**src/rtl/mlsu_req_arbiter.sv**
```systemverilog
// rtl/mlsu_req_arbiter.sv - round-robin arbiter in front of the MLSU request pre-decoder
// Holds each grant until the pre-decoder's last tile; caps and direction-locks in-flight requests.
module mlsu_req_arbiter #(
   parameter int NUM_REQ         = 2,
   parameter int MAX_OUTSTANDING = 4,
   parameter type mlsu_init_req_t = logic,
   localparam int SW = $clog2(NUM_REQ),
   localparam int CW = $clog2(MAX_OUTSTANDING + 1)
) (
   input  logic                 clk_i,
   input  logic                 rst_i,
   input  logic [NUM_REQ-1:0]   req_valid_i,
   output logic [NUM_REQ-1:0]   req_ready_o,
   input  logic [NUM_REQ-1:0]   req_is_load_i,
   input  mlsu_init_req_t       req_i [NUM_REQ],
   output logic                 out_valid_o,
   input  logic                 out_ready_i,
   output mlsu_init_req_t       out_o,
   output logic [SW-1:0]        out_src_o,
   input  logic                 cpl_valid_i,
   output logic [CW-1:0]        outstanding_o,
   output logic                 idle_o
);

   typedef logic [CW-1:0] cnt_t;
   typedef enum logic {S_IDLE = 1'b0, S_LOCKED = 1'b1} state_t;

   state_t          r_state;
   logic [SW-1:0]   r_grant;
   logic [SW-1:0]   r_rr_ptr;
   cnt_t            r_cnt;
   logic            r_dir;

   logic [NUM_REQ-1:0] w_elig;
   logic               w_has_room;
   logic               w_found;
   logic [SW-1:0]      w_pick;
   int                 w_j;
   logic               w_acc;
   cnt_t               w_cnt_nxt;

   // A mismatched direction is only eligible once the pipe has fully drained.
   always_comb begin
      w_has_room = (r_cnt < cnt_t'(MAX_OUTSTANDING));
      for (int k = 0; k < NUM_REQ; k++) begin
         w_elig[k] = req_valid_i[k] && w_has_room &&
                     ((r_cnt == '0) || (req_is_load_i[k] == r_dir));
      end
   end

   always_comb begin
      w_found = 1'b0;
      w_pick  = '0;
      w_j     = 0;
      for (int i = 0; i < NUM_REQ; i++) begin
         w_j = int'(r_rr_ptr) + i;
         if (w_j >= NUM_REQ) w_j = w_j - NUM_REQ;
         if (!w_found && w_elig[w_j]) begin
            w_found = 1'b1;
            w_pick  = SW'(w_j);
         end
      end
   end

   assign w_acc = (r_state == S_LOCKED) && out_ready_i;

   always_comb begin
      w_cnt_nxt = r_cnt;
      if (w_acc && !cpl_valid_i) begin
         w_cnt_nxt = r_cnt + cnt_t'(1);
      end else if (!w_acc && cpl_valid_i && (r_cnt != '0)) begin
         w_cnt_nxt = r_cnt - cnt_t'(1);
      end
   end

   always_ff @(posedge clk_i) begin
      if (rst_i) begin
         r_state  <= S_IDLE;
         r_grant  <= '0;
         r_rr_ptr <= '0;
         r_cnt    <= '0;
         r_dir    <= 1'b0;
      end else begin
         if (r_state == S_IDLE) begin
            if (w_found) begin
               r_grant <= w_pick;
               r_dir   <= req_is_load_i[w_pick];
               r_state <= S_LOCKED;
            end
         end else if (out_ready_i) begin
            r_rr_ptr <= (r_grant == SW'(NUM_REQ - 1)) ? '0 : r_grant + SW'(1);
            r_state  <= S_IDLE;
         end
         r_cnt <= w_cnt_nxt;
      end
   end

   always_comb begin
      for (int k = 0; k < NUM_REQ; k++) begin
         req_ready_o[k] = (r_state == S_LOCKED) && (r_grant == SW'(k)) && out_ready_i;
      end
   end

   assign out_valid_o   = (r_state == S_LOCKED);
   assign out_o         = req_i[r_grant];
   assign out_src_o     = r_grant;
   assign outstanding_o = r_cnt;
   assign idle_o        = (r_state == S_IDLE) && (r_cnt == '0);

   a_valid_hold: assert property (@(posedge clk_i) disable iff (rst_i)
      (out_valid_o && !out_ready_i) |=> out_valid_o);
   a_one_ready: assert property (@(posedge clk_i) disable iff (rst_i)
      $countones(req_ready_o) <= 1);
   a_cnt_max: assert property (@(posedge clk_i) disable iff (rst_i)
      r_cnt <= cnt_t'(MAX_OUTSTANDING));
   a_cpl_underflow: assert property (@(posedge clk_i) disable iff (rst_i)
      (cpl_valid_i && (r_cnt == '0)) |-> w_acc)
      else $warning("cpl_valid_i with no request outstanding");

endmodule

```
**config.mk**
```make
export PLATFORM = sky130hd
export DESIGN_NAME = mlsu_req_arbiter
export DESIGN_NICKNAME = d
export VERILOG_FILES = /design/src/rtl/mlsu_req_arbiter.sv
export SDC_FILE = /design/constraint.sdc
export NUM_CORES = 1
export LEC_CHECK = 0
export CORE_AREA = 2 2 39 41
export CTS_CLUSTER_SIZE = 8
export DETAILED_ROUTE_END_ITERATION = 7
export DIE_AREA = 0 0 41 43
export PLACE_DENSITY = 0.77
export SYNTH_ARGS = -nofsm -noshare
export SYNTH_HDL_FRONTEND = slang
export SYNTH_SLANG_ARGS = --single-unit
```
**constraint.sdc**
```tcl
create_clock -name clk_i -period 1.6 [get_ports clk_i]
set_input_delay 0.24 -clock clk_i [delete_from_list [all_inputs] [get_ports clk_i]]
set_output_delay 0.24 -clock clk_i [all_outputs]
set_load 0.02 [all_outputs]
```
# Word level (Yosys, flattened, before mapping)

Cells that the tools add are included.

Shift operators: 0
$mul: 0
Muxes and demuxes: 23
Add/sub/neg operators: 6
Order comparisons: 7
Divide/modulo/power cells: 0
Reduce and logical (&&, ||, !) cells: 24
Bitwise operators: 3
Equal/unequal tests: 2

Operators by type and width:

| cell                                                 | number |
|---|---|
| < comparator 32 x 3 -> 1 bit (second input constant) | 2 |
| 2-to-1 mux 32 bit                                    | 2 |
| 2-to-1 mux 1 bit                                     | 19 |
| logical AND 1 bit                                    | 14 |
| 2-to-1 mux 3 bit                                     | 2 |
| >= comparator 2 bit (second input constant)          | 2 |
| AND reduction 2 bit                                  | 2 |
| adder 3 x 1 -> 3 bit (second input constant)         | 1 |
| logical NOT 1 bit                                    | 3 |
| logical NOT 3 bit                                    | 1 |
| < comparator 3 bit (second input constant)           | 1 |
| nonzero test 3 bit                                   | 1 |
| subtractor 1 x 2 -> 3 bit (second input constant)    | 1 |
| subtractor 2 x 2 -> 3 bit (second input constant)    | 1 |
| subtractor 3 x 1 -> 3 bit (second input constant)    | 1 |
| adder 1 x 1 -> 2 bit (second input constant)         | 1 |
| equality test 1 bit                                  | 2 |
| >= comparator 1 x 2 -> 1 bit (second input constant) | 1 |
| logical OR 1 bit                                     | 2 |
| < comparator 1 x 2 -> 1 bit (second input constant)  | 1 |
| inverter 1 bit                                       | 2 |
| inverter 1 -> 2 bit                                  | 1 |
| nonzero test 2 bit                                   | 1 |
| adder 1 bit (second input constant)                  | 1 |

Memories: 0
Output and inout port bits: 9
Logic and storage cells: 70
Latch bits: 0
Memory bits (read-only): 0
RAM bits: 0
Input port bits: 10
Bits in registers: 7

# Depth between registers and ports, before layout

Depth after elaboration: 12
Gate-level depth with buffers: 7
Depth with buffers taken out: 6

# Worst setup path before layout

No wires, ideal clock.

Path type: reg-to-reg
From: register r_state, in the netlist out_valid_o
To: register r_cnt[2], in the netlist outstanding_o[2]
Library setup time: 0.086 ns
Slack: -0.112 ns
Arrival time: 1.626 ns
Buffers on the path: 1
Cell stages (with the launch flop): 7
Required time: 1.514 ns
Period minus slack after synthesis: 1.712 ns
Cell sequence: dfxtp_1 -> buf_2 -> nand3b_1 -> fa_1 -> o31ai_1 -> nor2_1 -> a211oi_1

Word-level cells in the longest chain between the ends: 5
Elaborated cells between the ends (all ways): 7
Classes of those cells: mux (1); reduce/logical (6)

RTL lines:

| what                           | line | text |
|---|---|---|
| start, declared                | 28   | `state_t r_state;` |
| start signal, assigned         | 78   | `r_state <= S_IDLE;` |
| start signal, assigned         | 88   | `r_state <= S_LOCKED;` |
| start signal, assigned         | 92   | `r_state <= S_IDLE;` |
| logical AND 1 bit *            | 65   | `assign w_acc = (r_state == S_LOCKED) && out_ready_i;` |
| logical NOT 1 bit              | 71   | `end else if (!w_acc && cpl_valid_i && (r_cnt != '0)) begin` |
| logical AND 1 bit (2 in a row) | 71   |  |
| nonzero test 2 bit (no line)   | n/a  |  |
| end signal, assigned           | 94   | `r_cnt <= w_cnt_nxt;` |
| end, declared                  | 31   | `cnt_t r_cnt;` |

Mark *: on every way between the ends. The rest lies on a longest branch, timed or not.
A chain may end at the register's enable or synchronous reset.

# Worst setup path after layout

From: register r_grant, in the netlist out_src_o
To: output out_o

Word-level cells in the longest chain between the ends: 4

RTL lines:

| what                                                | line | text |
|---|---|---|
| start, declared                                     | 29   | `logic [SW-1:0] r_grant;` |
| start signal, assigned                              | 86   | `r_grant <= w_pick;` |
| inverter 1 -> 2 bit (not written as such)           | 105  | `assign out_o = req_i[r_grant];` |
| 2-to-1 mux 1 bit (not written as such) (3 in a row) | 105  |  |
| end, declared                                       | 18   | `output mlsu_init_req_t out_o,` |

Every way passes these cells. The select of a mux whose other input is x is not followed.

==> impl.org <==
** Run status
- Outcome :: finished clean

** Floorplan
- The die covers 1763 sq um.
- Die Width :: 41 um
- Number of rows created at floorplan :: 14
- The initial utilization of the core area, before any placement, comes to 31.01%.
- Die Height :: around 43 um
- Core area :: 1384 sq um
- 19 I/O pins were placed.

** Global routing
- The via count of the first global-routing pass came to between 400 and 500.
- Number of antenna violations at the first check in global routing :: 0
- Overall overflow remaining after global route :: 0
- Entering global routing, the biggest net connects 11 pins.
- GR Util All Layers :: a little over an eighth
- The first global-routing pass estimated between 1500 and 2000 um of wire.

** Finish
- Summing all non-filler instances in the final layout gives an area of ~730 sq um.
- Area of the multi-input gates :: roughly 300 sq um
- In the final design database the tool counted between 90 and 100 nets.
- Fill cells in the final layout number 141.
- Cells fill a little over half of the core in the end.
- Area added between synthesis and finish :: 70.26%
- Cells with a size suffix above 1 make up 22.50% of the layout.
- The finished layout holds 96 standard cells, fillers aside.
- Ant diodes :: 0
- Seq. cell area :: between 100 and 150 sq um

** Synth
- Fraction of the yosys area taken by sequential cells :: 32.65%
- In the synthesized netlist the async set-or-reset flop fraction comes to 0%.
- By instance count, the leading cell after synthesis is sky130_fd_sc_hd__dfxtp_1.
- Synthesis produced 51 cells.
- The most used flip-flop cell after synthesis is sky130_fd_sc_hd__dfxtp_1.
- Fraction of synthesized cell area taken by the top area cell type :: 32.65%
- Seq cells post-synth :: 7
- After synthesis, the most frequently instantiated cells are sky130_fd_sc_hd__dfxtp_1, sky130_fd_sc_hd__a21oi_1, sky130_fd_sc_hd__nor2_1, sky130_fd_sc_hd__o21ai_0.
- Synthesis produced a netlist with a net count of 62.
- The synthesized netlist occupies a cell area of about 430 sq um.
- Number of enable-type register cells in the synthesized netlist :: 0
- Synthesis instantiated 27 different standard cells from the library.
- Dominant cell type by area after synthesis :: sky130_fd_sc_hd__dfxtp_1
- In the post-synthesis netlist, the biggest area contributors are sky130_fd_sc_hd__dfxtp_1, sky130_fd_sc_hd__a21oi_1, sky130_fd_sc_hd__o21ai_0.
- During synthesis, Yosys emitted a total of 0 warnings.
- Each instance of the synthesized netlist takes up on average between 8 and 9 sq um.

** Clock network
- CTS max path bufs :: 2
- Clock transition at the registers of the reported paths :: 0.05 ns
- Number of buffers inserted to repair setup after CTS :: 0
- At the later pin of the worst-skew pair, clock insertion delay measures 0.25 ns.
- In this run the clock root is driven by a sky130_fd_sc_hd__clkbuf_4.
- CTS Hold Bufs :: 0
- Clock tree from TritonCTS :: done
- Number of H-tree levels :: 1
- Number of buffers added by the clock tree synthesis step :: 3
- CTS sink cnt :: 7

** Worst setup path
- Data required time at the worst endpoint :: ~1.4 ns
- Worst reg2reg path endpoint :: outstanding_o[2]$_SDFFE_PP0P_
- Capturing element type of the critical path :: primary output
- Setup slack, reg-to-reg :: 0.07 ns
- The worst register-to-register path begins at out_valid_o$_SDFF_PP0_.
- Highest-delay cell along the critical path :: sky130_fd_sc_hd__dfxtp_1
- The worst setup path is of the flip-flop to primary output kind.
- The signal on the critical path passes through mux2_2, dlygate4sd2_1.
- Largest incremental delay on the critical path :: between 0.3 and 0.4 ns
- Largest fanout on the critical path :: 5
- Path depth of the worst reg2reg path :: 6
- For the worst setup path, the data arrival time is 1.30 ns.
- CP Launch Type :: flip-flop

** Route
- Drt via density :: 5.146
- The first detailed-routing pass ran for 2 iterations.
- Drt initial violations :: 3
- Wires add up to between 1000 and 1500 um.
- The routed layout has a little under 500 vias.
- Antenna viol nets, final :: 0
- In the routed design, unresolved DRC markers number 0.
- Post-detailed-route wirelength per cell :: between 10 and 15 um

** Placement
- Count of input and output buffers :: 18
- Detail Placement HPWL :: between 800 and 900 um
- Dpl cell area :: 688.2 sq um
- RePlAce Congestion :: 0.7284
- Including well taps, the total number of placed cells is 92.

** Power and ir drop
- For this design the static power due to leakage is 0.3445 nW.
- Dividing total power by cell area gives a power density of around 1700 nW/um^2.
- Power after layout :: around 0.0012 W
- Largest voltage drop on the vdd net :: 963.2 uV

** Hold path
- The worst hold path begins at out_src_o$_SDFFE_PP0P_.
- Endpoint of the worst hold path :: out_src_o$_SDFFE_PP0P_
- Min-Delay Path Depth :: 2
- In this run the worst hold path is classified as flip-flop to flip-flop.

** STA
- Pin slew with the least headroom to its limit :: between 0.3 and 0.4 ns
- Final TNS setup :: 0 ns
- Timing would allow up to approximately 650 MHz.
- The number of hold-slack violations in the final timing report came to 0.
- Clock skew after layout :: approximately 0.0034 ns
- In this run the tightest slew margin relative to its limit is between 70 and 80%.
- The final critical path takes up between 90% and 100% of the cycle.
- Count of pins over their slew limit :: 0
- The worst path needs around 1.5 ns of the cycle, external delays included.
- Setup violations remaining at the end of the flow were counted as 0.

** Flow run
- Total of max-cap violations :: 0
-- layout by cell type (no fill, tap or decap), types with 2 or more instances in the layout --
master and n:
sky130_fd_sc_hd__buf_4 8, sky130_fd_sc_hd__dfxtp_1 6, sky130_fd_sc_hd__a21oi_1 5, sky130_fd_sc_hd__nor3_1 2
sky130_fd_sc_hd__nand2b_1 2, sky130_fd_sc_hd__o211a_1 2, sky130_fd_sc_hd__dlygate4sd2_1 6, sky130_fd_sc_hd__dlymetal6s2s_1 3
sky130_fd_sc_hd__nor2_1 5, sky130_fd_sc_hd__clkbuf_4 3, sky130_fd_sc_hd__nand3_1 2, sky130_fd_sc_hd__nand2_1 2
sky130_fd_sc_hd__xnor2_1 2, sky130_fd_sc_hd__o21ai_0 4, sky130_fd_sc_hd__clkdlybuf4s50_1 9
-- worst max-delay path: cells and delay by family, from the launching register on --
family / cells / cell delay [ns]
buffers and inverters: 1 / 0.32
flip-flops: 1 / 0.39
multiplexers: 1 / 0.35
-- timing repair --
item                       in CTS  in global routing
cloned                          0                  0
pin swaps                       0                  5
setup endpoints to repair       6                  3
gates resized for setup         6                  8
-- layer usage --
| layer | wire length (um) | vias to the layer above | share of wire (%) | track usage, % |
|---|---|---|---|---|
| met1 | 526 | 228 | 46 | 16.88 |
| met2 | 575 | 10 | 50 | 19.06 |
| met3 | 39 | 0 | 3.4 | 3.141 |
| met4 | 0 | 0 | 0 | 8.000 |
| li1 | - | 256 | - | - |
| met5 | 0 | - | 0 | 0 |
-- power by group --
group | total [W] | switching [W] | internal (W)
Combinational | 0.000774 | 0.000402 | 0.000371
Sequential | 0.000306 | 0.0000633 | 0.000242
Clock | 0.000156 | 0.0000611 | 0.0000949
-- logic make-up (layout without fill, tap and decap cells) --
| kind of cell | after synthesis | after routing | synth area share [%] |
|---|---|---|---|
| and+or+nand+nor | 20 | 20 | 25.66 |
| AOI/OAI and AO/OA | 18 | 18 | 27.11 |
| adders and majority gates | 1 | 1 | 4.665 |
| buffers and inverters | 1 | 30 | 1.165 |
| xor gates and xnor gates | 3 | 3 | 6.124 |
| DFF | 7 | 7 | 32.65 |
| muxes | 1 | 1 | 2.624 |
-- worst max path at each step --
| stage | from | end | cells past startpoint |
|---|---|---|---|
| global route | out_valid_o$_SDFF_PP0_ | outstanding_o[2]$_SDFFE_PP0P_ | 6 |
| finish | out_src_o$_SDFFE_PP0P_ | out_o | 2 |
| floorplan | out_valid_o$_SDFF_PP0_ | outstanding_o[2]$_SDFFE_PP0P_ | 6 |
| detailed placement | out_ready_i | outstanding_o[2]$_SDFFE_PP0P_ | 6 |
| CTS | outstanding_o[1]$_SDFFE_PP0P_ | outstanding_o[1] | 2 |
| global placement | out_ready_i | outstanding_o[2]$_SDFFE_PP0P_ | 6 |
-- cell type report --
type                       instances  area share [%]
multi-input combinational         43           41.10
timing repair buffer              26           32.88
sequential                         7           19.69
clock buffer                       4           3.596
tap                               16           2.740
-- stage by stage --
| stage | hold slack (ns) | setup slack, ns |
|---|---|---|
| global placement | 0.5276 | -0.2208 |
| floorplan | 0.3017 | 0.03872 |
| finish | 0.5232 | 0.06128 |
| CTS | 0.5321 | 0.009602 |
| global route | 0.5572 | -0.02701 |
| detailed placement | 0.5226 | -0.2756 |
-- registers in the layout (all words and copies together), names as in the netlist --
name           count
out_src_o          1
out_valid_o        1
outstanding_o      3
r_dir              1
r_rr_ptr           1
No activity file was read; power rests on OpenSTA's default activity.
